`config.mk`:
```
export PLATFORM = sky130hd
export DESIGN_NAME = wb_arbiter_2m_flat
export DESIGN_NICKNAME = d
export VERILOG_FILES = /design/src/rtl/wb_arbiter_2m_if.sv /design/src/rtl/wb_arbiter_2m.sv /design/src/flat_wrapper.sv
export SDC_FILE = /design/constraint.sdc
export NUM_CORES = 1
export LEC_CHECK = 0
export ABC_AREA = 1
export CAP_MARGIN = 20
export CORE_ASPECT_RATIO = 0.5
export CORE_MARGIN = 4
export CORE_UTILIZATION = 31
export CTS_BUF_LIST = sky130_fd_sc_hd__clkbuf_2
export DETAILED_ROUTE_END_ITERATION = 16
export GPL_TIMING_DRIVEN = 0
export PLACE_DENSITY_LB_ADDON = 0.15
export SETUP_SLACK_MARGIN = 0.5
export SYNTH_ARGS = -nofsm -noshare
export SYNTH_HDL_FRONTEND = slang
export SYNTH_SLANG_ARGS = --single-unit
```
`constraint.sdc`:
```
create_clock -name clk -period 2.15 [get_ports clk]
set_clock_uncertainty 0.15 [all_clocks]
set_input_delay 0.43 -clock clk [delete_from_list [all_inputs] [get_ports clk]]
set_output_delay 0.43 -clock clk [all_outputs]
set_load 0.01 [all_outputs]
```
`src/rtl/wb_arbiter_2m_if.sv`:
```
// Wishbone bus bundle shared by both masters and the slave side of wb_arbiter_2m.
// The master modport drives a request; the slave modport answers it.
interface wb_arbiter_2m_if #(
    parameter int unsigned ADDR_WIDTH = 5,
    parameter int unsigned DATA_WIDTH = 16
);
    logic [ADDR_WIDTH-1:0] address;
    logic [DATA_WIDTH-1:0] writedata;
    logic [DATA_WIDTH-1:0] readdata;
    logic                  write;
    logic                  strobe;
    logic                  cycle;
    logic                  ack;
    logic                  err;

    modport master (
        output address, writedata, write, strobe, cycle,
        input  readdata, ack, err
    );

    modport slave (
        input  address, writedata, write, strobe, cycle,
        output readdata, ack, err
    );
endinterface

```
`src/rtl/wb_arbiter_2m.sv`:
```
// Two-master / one-slave Wishbone arbiter: round-robin grant held for the owner's whole
// cycle, with a stall watchdog that aborts a slave access that never acks.
module wb_arbiter_2m #(
    parameter int unsigned ADDR_WIDTH = 5,
    parameter int unsigned DATA_WIDTH = 16,
    parameter int unsigned TIMEOUT    = 64
) (
    input  logic                   clk,
    input  logic                   reset,
    wb_arbiter_2m_if.slave         m0_io,
    wb_arbiter_2m_if.slave         m1_io,
    wb_arbiter_2m_if.master        s_io,
    output logic [1:0]             grant
);

    localparam int unsigned WdW = $clog2(TIMEOUT + 1);

    typedef enum logic [1:0] {StIdle, StBusy, StAbort} state_e;

    state_e         state_q, state_d;
    logic           owner_q, owner_d;
    logic           last_q, last_d;
    logic [1:0]     grant_q, grant_d;
    logic [WdW-1:0] wd_q, wd_d;
    logic           owner_cycle;
    logic           timeout;

    always_ff @(posedge clk) begin
        if (reset) begin
            state_q <= StIdle;
            owner_q <= 1'b0;
            last_q  <= 1'b1;
            grant_q <= 2'b00;
            wd_q    <= '0;
        end else begin
            state_q <= state_d;
            owner_q <= owner_d;
            last_q  <= last_d;
            grant_q <= grant_d;
            wd_q    <= wd_d;
        end
    end

    always_comb begin
        state_d = state_q;
        owner_d = owner_q;
        last_d  = last_q;
        grant_d = grant_q;
        wd_d    = '0;
        timeout = 1'b0;

        s_io.address   = '0;
        s_io.writedata = '0;
        s_io.write     = 1'b0;
        s_io.strobe    = 1'b0;
        s_io.cycle     = 1'b0;
        m0_io.ack      = 1'b0;
        m0_io.err      = 1'b0;
        m1_io.ack      = 1'b0;
        m1_io.err      = 1'b0;
        // Read data is broadcast; only ack/err are steered to the owner.
        m0_io.readdata = s_io.readdata;
        m1_io.readdata = s_io.readdata;

        owner_cycle = owner_q ? m1_io.cycle : m0_io.cycle;

        unique case (state_q)
            StIdle: begin
                if (m0_io.cycle || m1_io.cycle) begin
                    owner_d = (m0_io.cycle && m1_io.cycle) ? ~last_q : m1_io.cycle;
                    grant_d = {owner_d, ~owner_d};
                    state_d = StBusy;
                end
            end
            StBusy: begin
                s_io.address   = owner_q ? m1_io.address   : m0_io.address;
                s_io.writedata = owner_q ? m1_io.writedata : m0_io.writedata;
                s_io.write     = owner_q ? m1_io.write     : m0_io.write;
                s_io.strobe    = owner_q ? m1_io.strobe    : m0_io.strobe;
                s_io.cycle     = owner_q ? m1_io.cycle     : m0_io.cycle;

                // A late ack in the final watchdog cycle still completes normally.
                timeout = s_io.strobe && !s_io.ack && (wd_q == WdW'(TIMEOUT - 1));

                m0_io.ack = !owner_q && s_io.ack;
                m1_io.ack =  owner_q && s_io.ack;
                m0_io.err = !owner_q && timeout;
                m1_io.err =  owner_q && timeout;

                if (!owner_cycle) begin
                    last_d  = owner_q;
                    grant_d = 2'b00;
                    state_d = StIdle;
                end else if (timeout) begin
                    state_d = StAbort;
                end else if (s_io.strobe && !s_io.ack) begin
                    wd_d = wd_q + 1'b1;
                end
            end
            StAbort: begin
                if (!owner_cycle) begin
                    last_d  = owner_q;
                    grant_d = 2'b00;
                    state_d = StIdle;
                end
            end
            default: state_d = StIdle;
        endcase
    end

    assign grant = grant_q;

endmodule

```
`src/flat_wrapper.sv`:
```
// flat-port wrapper written by rule: the top's interface ports become plain ports
module wb_arbiter_2m_flat 
#(
    parameter int unsigned ADDR_WIDTH = 5,
    parameter int unsigned DATA_WIDTH = 16,
    parameter int unsigned TIMEOUT    = 64
)
  (clk, reset, grant, m0_io_address, m0_io_writedata, m0_io_write, m0_io_strobe, m0_io_cycle, m0_io_readdata, m0_io_ack, m0_io_err, m1_io_address, m1_io_writedata, m1_io_write, m1_io_strobe, m1_io_cycle, m1_io_readdata, m1_io_ack, m1_io_err, s_io_address, s_io_writedata, s_io_write, s_io_strobe, s_io_cycle, s_io_readdata, s_io_ack, s_io_err);
  wb_arbiter_2m_if #(.ADDR_WIDTH(ADDR_WIDTH), .DATA_WIDTH(DATA_WIDTH)) m0_io_i ();
  wb_arbiter_2m_if #(.ADDR_WIDTH(ADDR_WIDTH), .DATA_WIDTH(DATA_WIDTH)) m1_io_i ();
  wb_arbiter_2m_if #(.ADDR_WIDTH(ADDR_WIDTH), .DATA_WIDTH(DATA_WIDTH)) s_io_i ();
  input  logic clk;
  input  logic reset;
  output logic [1:0] grant;
  input wire logic [$bits(m0_io_i.address)-1:0] m0_io_address;
  input wire logic [$bits(m0_io_i.writedata)-1:0] m0_io_writedata;
  input wire logic [$bits(m0_io_i.write)-1:0] m0_io_write;
  input wire logic [$bits(m0_io_i.strobe)-1:0] m0_io_strobe;
  input wire logic [$bits(m0_io_i.cycle)-1:0] m0_io_cycle;
  output wire logic [$bits(m0_io_i.readdata)-1:0] m0_io_readdata;
  output wire logic [$bits(m0_io_i.ack)-1:0] m0_io_ack;
  output wire logic [$bits(m0_io_i.err)-1:0] m0_io_err;
  input wire logic [$bits(m1_io_i.address)-1:0] m1_io_address;
  input wire logic [$bits(m1_io_i.writedata)-1:0] m1_io_writedata;
  input wire logic [$bits(m1_io_i.write)-1:0] m1_io_write;
  input wire logic [$bits(m1_io_i.strobe)-1:0] m1_io_strobe;
  input wire logic [$bits(m1_io_i.cycle)-1:0] m1_io_cycle;
  output wire logic [$bits(m1_io_i.readdata)-1:0] m1_io_readdata;
  output wire logic [$bits(m1_io_i.ack)-1:0] m1_io_ack;
  output wire logic [$bits(m1_io_i.err)-1:0] m1_io_err;
  output wire logic [$bits(s_io_i.address)-1:0] s_io_address;
  output wire logic [$bits(s_io_i.writedata)-1:0] s_io_writedata;
  output wire logic [$bits(s_io_i.write)-1:0] s_io_write;
  output wire logic [$bits(s_io_i.strobe)-1:0] s_io_strobe;
  output wire logic [$bits(s_io_i.cycle)-1:0] s_io_cycle;
  input wire logic [$bits(s_io_i.readdata)-1:0] s_io_readdata;
  input wire logic [$bits(s_io_i.ack)-1:0] s_io_ack;
  input wire logic [$bits(s_io_i.err)-1:0] s_io_err;
  assign m0_io_i.address = m0_io_address;
  assign m0_io_i.writedata = m0_io_writedata;
  assign m0_io_i.write = m0_io_write;
  assign m0_io_i.strobe = m0_io_strobe;
  assign m0_io_i.cycle = m0_io_cycle;
  assign m0_io_readdata = m0_io_i.readdata;
  assign m0_io_ack = m0_io_i.ack;
  assign m0_io_err = m0_io_i.err;
  assign m1_io_i.address = m1_io_address;
  assign m1_io_i.writedata = m1_io_writedata;
  assign m1_io_i.write = m1_io_write;
  assign m1_io_i.strobe = m1_io_strobe;
  assign m1_io_i.cycle = m1_io_cycle;
  assign m1_io_readdata = m1_io_i.readdata;
  assign m1_io_ack = m1_io_i.ack;
  assign m1_io_err = m1_io_i.err;
  assign s_io_address = s_io_i.address;
  assign s_io_writedata = s_io_i.writedata;
  assign s_io_write = s_io_i.write;
  assign s_io_strobe = s_io_i.strobe;
  assign s_io_cycle = s_io_i.cycle;
  assign s_io_i.readdata = s_io_readdata;
  assign s_io_i.ack = s_io_ack;
  assign s_io_i.err = s_io_err;
  wb_arbiter_2m #(.ADDR_WIDTH(ADDR_WIDTH), .DATA_WIDTH(DATA_WIDTH), .TIMEOUT(TIMEOUT)) u_core (.clk(clk), .reset(reset), .m0_io(m0_io_i), .m1_io(m1_io_i), .s_io(s_io_i), .grant(grant));
endmodule
```
==> results_dict.tcl <==
set metrics [dict create \
    design.die.area_mm2 0.00552 \
    antenna_cells 0 \
    r2r_slack_ns 0.46 \
    period_needed_ns 1.93 \
    cp.required_ns 1.57 \
    wl_met2_um 2890 \
    grt_pass1_wl_um 7980 \
    postSynthNetCount 277 \
    met1_length_um 2250 \
    yosys.area_share.simple_pct 36.2 \
    r2r_end "u_core.grant[1]$_SDFFE_PP0P_" \
    first_global_vias 1658 \
    area_growth_pct 117 \
    synth_mux_area_share_pct 0 \
    wl_met3_um 316 \
    crit_fanout 9 \
    setup_violations 0 \
    cp-startpoint "u_core.state_q[1]$_SDFFE_PP0P_" \
    clockBufferDepth 2 \
    die_w_um 101 \
    clk_pin_slew_ns 0.12 \
    post_drt_wl_per_cell_um 13.8 \
    rsz0062_at_grt "true" \
    synth_xor_area_share_pct 2.61 \
    syn_avg_cell_area_um2 6.56 \
    start_util_pct 33.2 \
    finalMaxSlewViolations 0 \
    period_share_pct 89.9 \
    grt_use_total_pct 18.1 \
    cts_root_buffer "clkbuf_2" \
    register_area_um2 267 \
    synth-seq-cells 13 \
    grt_overflow 0 \
    drt-initial-drc-count 27 \
    tritoncts "built" \
    synth_compound_area_share_pct 12.8 \
    min_path_type "register to register" \
    clk_latency_ns 0.27 \
    crit-reg2reg-launch "u_core.state_q[1]$_SDFFE_PP0P_" \
    status "completed" \
    cp.arrival_ns 1.35 \
    layout.nets 423 \
    seq_area_frac_synth_pct 19.4 \
    fillCellCount 319 \
    yosys.area_share.adder_pct 3.72 \
    hold_viol_final 0 \
    fin_cells 404 \
    detail-route-antenna-nets 0 \
    place_hpwl_um 4040 \
    grt_max_degree 11 \
    place.port_buffers 112 \
    worstRegToRegCells 12 \
    multiInputGateArea_um2 905 \
    synthCells 205 \
    drt_wl_total_um 5570 \
    critPathCapture "s_io_writedata[10]" \
    drv_cap 0 \
    slew_headroom_pct 81.3 \
    leakage_nw 1.37 \
    path_class "register to primary output" \
    yosys_warnings 0 \
    drive_above_1_share_pct 45.1 \
    htree_num_levels 1 \
    yosysUniqueCellTypes 25 \
    num_vias 1782 \
    die_h_um 54.6 \
    coreArea_mm2 0.00404 \
    holdWs_ns 0.351 \
    numCtsBuffers 3 \
    worst_pin_slew_ns 0.280 \
    place.gp.congestion 0.822 \
    start_kind "register" \
    fmax_mhz 518 \
    viasPerCell 4.41 \
    cp-end-kind "primary output" \
    antenna_found_initial 0 \
    routed.top_layer "met4" \
    dp.cells 371 \
    synth_top_family_by_area "simple AND/OR/NAND/NOR gates" \
    row_count 16 \
    power_density_mw_per_mm2 595 \
    drc_errors 0 \
    ir_worst_vdd_v 0.000431 \
    dr.pass1.iters 4 \
    synth_area_mm2 0.00134 \
    cts_sinks 13 \
    ios 130 \
]
==> layout by cell type, fill, tap and decap left out, drive strengths merged <==
cell type      instances
a21oi                 28
buf                   92
clkbuf                 8
clkdlybuf4s50         71
dfxtp                 13
dlygate4sd2           13
ha                     4
inv                   14
nand2                 68
nand3                  4
nand4                  1
nor2                  25
nor3                   1
o211ai                 1
o21ai                  2
or2                    1
xnor2                  2
xor2                   2
==> cell families (layout without fill, tap and decap cells) <==
kind of cell             Yosys count  in the layout
AO/OA/AOI/OAI                     31             31
buffers and inverters             53            198
XOR/XNOR                           4              4
flip-flops                        13             13
AND/OR/NAND/NOR                  100            100
adder cells (fa/ha/maj)            4              4
==> worst min-delay path by stage <==
stage                     depth (start not counted)                      endpoint                          from
after floorplan                                   1     u_core.wd_q[0]$_SDFF_PP0_     u_core.wd_q[0]$_SDFF_PP0_
after global placement                            1     u_core.wd_q[0]$_SDFF_PP0_     u_core.wd_q[0]$_SDFF_PP0_
after detailed placement                          1     u_core.wd_q[0]$_SDFF_PP0_     u_core.wd_q[0]$_SDFF_PP0_
after CTS                                         2    u_core.last_q$_SDFFE_PP1P_    u_core.last_q$_SDFFE_PP1P_
after global routing                              2  u_core.grant[1]$_SDFFE_PP0P_  u_core.grant[1]$_SDFFE_PP0P_
final                                             2  u_core.grant[0]$_SDFFE_PP0P_  u_core.grant[0]$_SDFFE_PP0P_
==> through the flow <==
| step | util, % | worst slack (ns) | area [um^2] | TNS, ns | power [mW] |
|---|---|---|---|---|---|
| 6_report | 72.2 | 0.218 | 2920 | 0 | 1.74 |
| 5_1_grt | 72.2 | 0.165 | 2920 | 0 | 1.85 |
| 4_1_cts | 66.7 | 0.201 | 2700 | 0 | 1.54 |
| 3_5_place_dp | 62.7 | -0.350 | 2530 | -3.26 | 1.32 |
| 3_3_place_gp | 62.7 | -0.340 | 2530 | -2.84 | 1.31 |
| 2_1_floorplan | - | 0.498 | 1350 | 0 | 0.851 |
==> synth_stat cells (all sizes together) <==
library cell	count	area, um^2
inv	14	62.6
ha	4	50.1
nand3	4	20.0
nor2	25	129
or2	1	6.26
a21oi	28	155
xnor2	2	17.5
xor2	2	17.5
nor3	1	10.0
nand2	68	300
nand4	1	21.3
dfxtp	13	260
clkbuf	4	15.0
buf	35	262
o211ai	1	7.51
o21ai	2	10.0
==> layer usage <==
layer	track usage, %	vias to the layer above
met4	5.96	0
li1	-	893
met1	21.1	805
met5	0	-
met2	35.9	70
met3	1.40	14
==> worst max-delay path: stages, from the launching register on <==
cell       delay (ns)
dfxtp_2          0.35
inv_2            0.08
ha_4             0.17
inv_8            0.07
clkbuf_16        0.16
a21oi_1          0.12
buf_2            0.15
==> layout make-up <==
type	count	area share, %
timing repair buffer	141	42.0
multi-input combinational	139	31.0
buffer	39	12.3
sequential	13	9.13
inverter	14	2.57
tap	54	2.32
clock buffer	4	0.686
==> registers in the layout, summed over array words and instances, names as in the netlist <==
register	cells
u_core.grant	2
u_core.state_q	2
u_core.owner_q	1
u_core.wd_q	7
u_core.last_q	1
==> where the power goes <==
group          internal, mW  leakage, nW  switching [mW]
combinational         0.677         1.25           0.623
sequential            0.282        0.108          0.0276
clock                0.0493       0.0166          0.0781
total                  1.01         1.37           0.729
==> repair_timing <==
action,CTS,global route
endpoints found under the setup margin,30,34
resized for setup,162,39
buffers inserted,16,10
hold buffers,0,0
pin swaps,15,15
gates cloned,2,1
Power figures use the tool's default switching activity.
